==> config.mk <==
export PLATFORM = sky130hd
export DESIGN_NAME = alu8_result_fifo
export DESIGN_NICKNAME = d
export VERILOG_FILES = /design/src/rtl/alu8_result_fifo.sv
export SDC_FILE = /design/constraint.sdc
export NUM_CORES = 1
export LEC_CHECK = 0
export BUFFER_PORTS_ARGS = -buffer_cell sky130_fd_sc_hd__buf_2
export CAP_MARGIN = 40
export CORE_MARGIN = 2
export CORE_UTILIZATION = 35
export CTS_CLUSTER_DIAMETER = 200
export DETAILED_ROUTE_END_ITERATION = 16
export HOLD_SLACK_MARGIN = 0.12
export PLACE_DENSITY_LB_ADDON = 0.05
export REMOVE_ABC_BUFFERS = 1
export SETUP_SLACK_MARGIN = 0.02
export SLEW_MARGIN = 10
export SYNTH_ARGS = -nofsm -noshare
export SYNTH_HDL_FRONTEND = slang
export SYNTH_SLANG_ARGS = --single-unit
export TNS_END_PERCENT = 30
==> constraint.sdc <==
create_clock -name clk -period 2.17 [get_ports clk]
set_input_delay 0.5425 -clock clk [delete_from_list [all_inputs] [get_ports clk]]
set_output_delay 0.5425 -clock clk [all_outputs]
set_load 0.01 [all_outputs]
==> src/rtl/alu8_result_fifo.sv <==
// alu8_result_fifo: registered result buffer behind the 8-bit ALU units.
// Each accepted result is stored together with its zero/negative/parity
// flags. Results are presented in order to a consumer that may stall.
// A saturating counter records the cycles in which the ALU was back-pressured.
module alu8_result_fifo #(
  parameter int DEPTH = 4,
  parameter int WIDTH = 8
) (
  input  logic                       clk,
  input  logic                       rst,
  input  logic                       in_valid,
  input  logic [WIDTH-1:0]           in_data,
  output logic                       in_ready,
  output logic                       out_valid,
  output logic [WIDTH-1:0]           out_data,
  output logic                       out_zero,
  output logic                       out_neg,
  output logic                       out_parity,
  input  logic                       out_ready,
  output logic [$clog2(DEPTH):0]     count,
  output logic [7:0]                 stall_cnt
);

  localparam int AW = $clog2(DEPTH);
  localparam int CW = AW + 1;
  localparam int EW = WIDTH + 3;

  // Each entry is laid out as {parity, neg, zero, data}.
  logic [EW-1:0] mem_q [DEPTH];

  logic [AW-1:0] wr_ptr_q, wr_ptr_d;
  logic [AW-1:0] rd_ptr_q, rd_ptr_d;
  logic [CW-1:0] count_q,  count_d;
  logic [7:0]    stall_q,  stall_d;

  logic          full, empty, push, pop;
  logic [EW-1:0] wr_entry;
  logic [EW-1:0] head;

  assign full  = (count_q == CW'(DEPTH));
  assign empty = (count_q == '0);

  // Back-pressure depends only on occupancy. A pop in the same cycle does
  // not open a slot, so a full FIFO never passes a push through.
  assign push  = in_valid && !full;
  assign pop   = out_ready && !empty;

  // Flags are computed once here, at capture time, and are stored with the data.
  assign wr_entry = {^in_data, in_data[WIDTH-1], ~|in_data, in_data};

  // Next-state for pointers, occupancy and the saturating stall counter.
  always_comb begin
    wr_ptr_d = wr_ptr_q;
    rd_ptr_d = rd_ptr_q;
    count_d  = count_q;
    stall_d  = stall_q;
    if (push) wr_ptr_d = wr_ptr_q + AW'(1);
    if (pop)  rd_ptr_d = rd_ptr_q + AW'(1);
    case ({push, pop})
      2'b10:   count_d = count_q + CW'(1);
      2'b01:   count_d = count_q - CW'(1);
      default: count_d = count_q;
    endcase
    if (in_valid && full && (stall_q != 8'hFF)) stall_d = stall_q + 8'd1;
  end

  // Control state register. Reset takes priority over a push or pop in the same cycle.
  always_ff @(posedge clk) begin
    if (rst) begin
      wr_ptr_q <= '0;
      rd_ptr_q <= '0;
      count_q  <= '0;
      stall_q  <= '0;
    end else begin
      wr_ptr_q <= wr_ptr_d;
      rd_ptr_q <= rd_ptr_d;
      count_q  <= count_d;
      stall_q  <= stall_d;
    end
  end

  // Entry storage. It is not reset; occupancy alone decides which entries are live.
  always_ff @(posedge clk) begin
    if (push && !rst) mem_q[wr_ptr_q] <= wr_entry;
  end

  assign head = mem_q[rd_ptr_q];

  // Head presentation. It is gated to zero while the FIFO is empty, so stale
  // memory never appears on the outputs.
  always_comb begin
    out_data   = '0;
    out_zero   = 1'b0;
    out_neg    = 1'b0;
    out_parity = 1'b0;
    if (!empty) begin
      out_data   = head[WIDTH-1:0];
      out_zero   = head[WIDTH];
      out_neg    = head[WIDTH+1];
      out_parity = head[WIDTH+2];
    end
  end

  assign in_ready  = !full;
  assign out_valid = !empty;
  assign count     = count_q;
  assign stall_cnt = stall_q;

endmodule

Word-level counts from Yosys, hierarchy flattened
Memories as Yosys holds them, arrays and structs flattened. A register that Yosys moved wholly into a read port is not among the register bits.
Index checks and enable logic that the tools add are counted.
- eq/ne operators: 4
- mux-type cells: 9
- add/sub/neg operators: 5
- reduce and logical (&&, ||, !) cells: 13
- operators with widths (kind ; count):
    $add 8x1->8 const B ; 1
    $mux 8 ; 1
    $ne 8x8->1 const B ; 1
    $reduce_or 8->1 ; 1
    $reduce_xor 8->1 ; 1
    $pmux 3 s2 ; 1
    $logic_and 1x1->1 ; 5
    $mux 1 ; 5
    $add 2x1->2 const B ; 2
    $logic_not 1->1 ; 4
    $mux 2 ; 2
    $add 3x1->3 const B ; 1
    $eq 3x3->1 const B ; 1
    $logic_not 3->1 ; 1
    $sub 3x1->3 const B ; 1
    $eq 2x1->1 const B ; 1
    $eq 2x2->1 const B ; 1
    $reduce_bool 2->1 ; 1
- input bits: 12
- output and inout bits: 24
- register bits: 15
- memory bits (writable): 44
- logic and storage cells: 36
- memories: 1
- memories (name ; depth ; width ; read ports ; clocked after Yosys merged registers in ; write ports ; line ; RTL):
    mem_q ; 4 ; 11 ; 1 ; 1 ; 1 ; 29 ; logic [EW-1:0] mem_q [DEPTH];

Longest topological paths before layout
- depth after elaboration: 6
- gate-level depth with buffers: 8

Worst setup path before layout
OpenSTA, ideal clock, no wires.
- kind: register to register
- start: register count_q[2], in the netlist count[2]
- end: register count_q[2], in the netlist count[2]
- slack: -0.108 ns
- stages on the path, launching flop included: 9
- path buffers: 0
- period minus slack after synthesis: 2.278 ns
- data required time: 2.100 ns
- data arrival time: 2.208 ns
- cell sequence: dfxtp_1 -> or3b_2 -> nand2_2 -> ha_1 -> inv_1 -> fa_1 -> xor2_1 -> or3_1 -> a21oi_1
- word-level cells in the longest chain between the ends: 5
- elaborated cells on any way between the ends: 12
- those cells by class: 2 x add/sub; 3 x eq/ne; 1 x mux; 6 x reduce/logical
- RTL lines (element ; line ; RTL):
    start, declared ; 33 ; logic [CW-1:0] count_q, count_d;
    start signal, assigned ; 77 ; count_q <= count_d;
    $eq 3x3->1 * ; 40 ; assign full = (count_q == CW'(DEPTH));
    $logic_not 1->1 * ; - ;
    net in_ready ; 13 ; output logic in_ready,
    $logic_and 1x1->1 * ; 45 ; assign push = in_valid && !full;
    $eq 2x1->1 or $eq 2x2->1 (tied branches) ; 59 ; case ({push, pop})
    $pmux 3 s2 or $reduce_bool 2->1 (tied branches) ; - ;
Mark *: on every way through the listed nets, which the timed path passes. The rest lies on a longest branch.
A chain may end at the register's enable or synchronous reset.

==> metrics.md <==
| Metric | Value |
|---|---|
| Outcome | `finished clean` |
| Post-Synth Simple-Gate Area | `11.9%` |
| Final WL | `4820 microns` |
| Lkg Pwr | `1.24 nW` |
| First-pass GRT wire length | `7770 microns` |
| Synthesized instance count | `176` |
| Largest net degree at the start of global routing | `19` |
| Largest family of logic cells by synthesized area | `simple AND/OR/NAND/NOR gates` |
| Yosys Warn Count | `0` |
| Storage cell area | `0.00155 sq mm` |
| Initial antenna violation count | `0` |
| GRT overflow | `0` |
| Global Route Usage Sum | `14.1%` |
| Async SR Flop Fraction | `0%` |
| Clk buf depth | `2` |
| Clk Latency, worst-skew pair | `0.34 ns` |
| Reg clk slew, reported paths | `0.07 ns` |
| DR vias/cell | `4.66` |
| Slew margin rel. | `79.3%` |
| Footprint of the multi-input gates | `887 sq um` |
| CP max FO | `5` |
| Req. time, crit path | `1.63 ns` |
| Fin. Hold Viols | `0` |
| DR DRC count | `0` |
| Reg2reg setup slack | `0.11 ns` |
| Post-layout nets | `252` |
| Register area share after synthesis | `62.3%` |
| Synthesized area | `0.00248 sq mm` |
| Hold slack | `0.432 ns` |
| Routability cong. | `0.819` |
| Share of the synthesized area in the top cell type | `48.5%` |
| Worst Hold Class | `input pin to flip-flop` |
| Setup Crit Path Kind | `flip-flop to output port` |
| Iteration-0 DRC Markers | `45` |
| Hold_buf cts | `0` |
| Core Region | `0.00683 sq mm` |
| CTS Buf Count | `9` |
| Number of synthesized flops with an enable pin | `40` |
| Antenna cells | `0` |
| Area grow syn2layout | `27.5%` |
| Post-synth cell types | `35` |
| FP Rows | `30` |
| Largest cells by area after synthesis | `edfxtp_1 49%, dfxtp_1 14%, mux4_2 9.1%, ha_1 5.1%, and2_1 4.0%` |
| Layout cells sized above 1 | `36.8%` |
| Final Max Tran Viols | `0` |
| Synth Area in XOR/XNOR | `3.54%` |
| Port buffer count | `35` |
| H-tree levels | `3` |
| Max IR drop VDD | `0.000498 V` |
| Root Buffer Master | `clkbuf_8` |
| Worst Skew | `0.00820 ns` |
| DP Wirelength | `3250 microns` |
| Die outline area | `0.00776 sq mm` |
| Vias in the first global route | `1588` |
| CP Capture Type | `output port` |
| Synth Area in Compound Gates | `3.23%` |
| Slew @ Worst Pin | `0.308 ns` |
| Crit start category | `flip-flop` |
| Final ANT Viol Nets | `0` |
| MaxCap Viol Count | `0` |
| Fillcell total | `655` |
| Total iterations of the first detailed-routing run | `3` |
| Final min period | `2.17 ns` |
| CTS tree | `built` |
| Multiplexer share of the synthesized area | `9.95%` |
| Pwr dens | `1150 mW/mm^2` |
| Detailed-route via count | `1537` |
| Ys flop type | `edfxtp_1` |
| Post-CTS Setup Bufs | `0` |
| Horiz. Die Dim | `88.1 microns` |
| FMAX | `0.462 GHz` |
| Setup violations, final | `0` |
| Cell taking the most area after synthesis | `edfxtp_1` |
| CTS sink cnt | `57` |
| Die span in y | `88.1 microns` |
| Register bit count reported by yosys | `57` |
| Core Util, Final | `46.2%` |
| CP Data Arrival Time | `1.62 ns` |
| Adder-Cell Fraction of Synth Area | `5.86%` |
| Initial core utilization | `36.2%` |
| I/O pin total | `36` |
| Synthesized area per cell | `14.1 sq um` |
| Final Cycle Share | `99.8%` |
| RSZ-0062 raised after global routing | `true` |
| Detail-routed net length per standard cell | `14.6 microns` |
## power breakdown
part | leakage, nW | switching (mW) | internal (mW)
combinational | 0.628 | 0.563 | 0.720
clock | 0.108 | 0.415 | 0.595
sequential | 0.500 | 0.0587 | 1.28
total | 1.24 | 1.04 | 2.59
## cell usage after synthesis, drive strengths merged, types with 2 or more instances
master  instances
edfxtp         40
dfxtp          17
and2           16
nor2           15
inv            14
ha             10
mux4           10
a21oi           6
xor2            6
o21ai           5
buf             4
nand3           4
xnor2           4
nand2           3
or3             3
and4            2
clkbuf          2
nand4           2
## final cells by class
class | instances | share of cell area [%]
clock buffer | 11 | 4.83
clock inverter | 5 | 1.70
inverter | 14 | 1.66
multi-input combinational | 99 | 28.1
sequential | 57 | 48.9
tap | 96 | 3.80
timing repair buffer | 48 | 11.0
## worst paths after layout
kind / from / depth (start not counted) / end
worst max-delay path: flip-flop / 4 / out_data[6]
worst max register to register: count[0] / 8 / count[2]
worst min register to register: wr_ptr_q[1] / 2 / wr_ptr_q[1]
worst min-delay path: in_data[6] / 1 / mem_q[0][6]
## state kept, by name (all words and copies together) (netlist names), named ones only
| signal | cells |
|---|---|
| wr_ptr_q | 2 |
| rd_ptr_q | 2 |
| mem_q | 40 |
| stall_cnt | 8 |
| count | 3 |
## layer usage
metal / up-vias / share of wire [%] / global-route usage [%]
met2: 32 / 53 / 24.4
met5: - / 0 / 0
met1: 755 / 41 / 15.7
met4: 0 / 2.4 / 8.40
li1: 740 / - / -
met3: 10 / 3.9 / 3.77
## kinds of logic (layout without fill, tap and decap cells)
kind of cell,Yosys count,after routing
adder cells (fa/ha/maj),11,11
AND/OR/NAND/NOR,52,52
AO/OA/AOI/OAI,14,14
buffers and inverters,20,78
XOR/XNOR,10,10
flip-flops,57,57
multiplexers,12,12
## metrics by stage
| step | std cells | instance area, sq um | worst slack, ns | setup TNS [ns] | power (mW) |
|---|---|---|---|---|---|
| 2_1_floorplan | 170 | 2450 | -0.107 | -0.107 | 1.96 |
| 3_3_place_gp | 313 | 2850 | 0.0381 | 0 | 2.39 |
| 3_5_place_dp | 313 | 2850 | -0.0364 | -0.0364 | 2.42 |
| 4_1_cts | 330 | 3120 | -0.0336 | -0.192 | 3.63 |
| 5_1_grt | 330 | 3160 | -0.0556 | -0.539 | 3.87 |
| 6_report | 330 | 3160 | 0.00423 | 0 | 3.63 |
## layout by cell type (no fill, tap or decap), types with 2 or more instances in the layout
cell,Yosys,layout
mux4_2,10,10
clkinv_2,0,3
nand4_1,2,2
clkbuf_8,0,9
inv_1,14,14
and2_1,16,11
a21oi_1,6,6
xnor2_1,4,4
buf_2,1,29
nand2_1,2,2
buf_4,1,10
edfxtp_1,40,40
nor2_1,15,15
or3_1,3,2
xor2_1,6,6
buf_6,0,7
and2_4,0,5
ha_1,10,9
o21ai_0,4,4
dfxtp_1,17,16
nand3_1,4,4
and4_1,2,2
## worst max-delay path: stages, from the launching register on
cell and delay [ns]:
dfxtp_4 0.39, buf_12 0.13, mux4_2 0.50, and2_4 0.15, buf_6 0.11
## timing repair
| action | 4_1_cts | 5_1_grt |
|---|---|---|
| gates cloned | 1 | 0 |
| pin swaps | 10 | 0 |
| endpoints found under the setup margin | 12 | 12 |
| resized for setup | 12 | 7 |
Power figures use the tool's default switching activity.
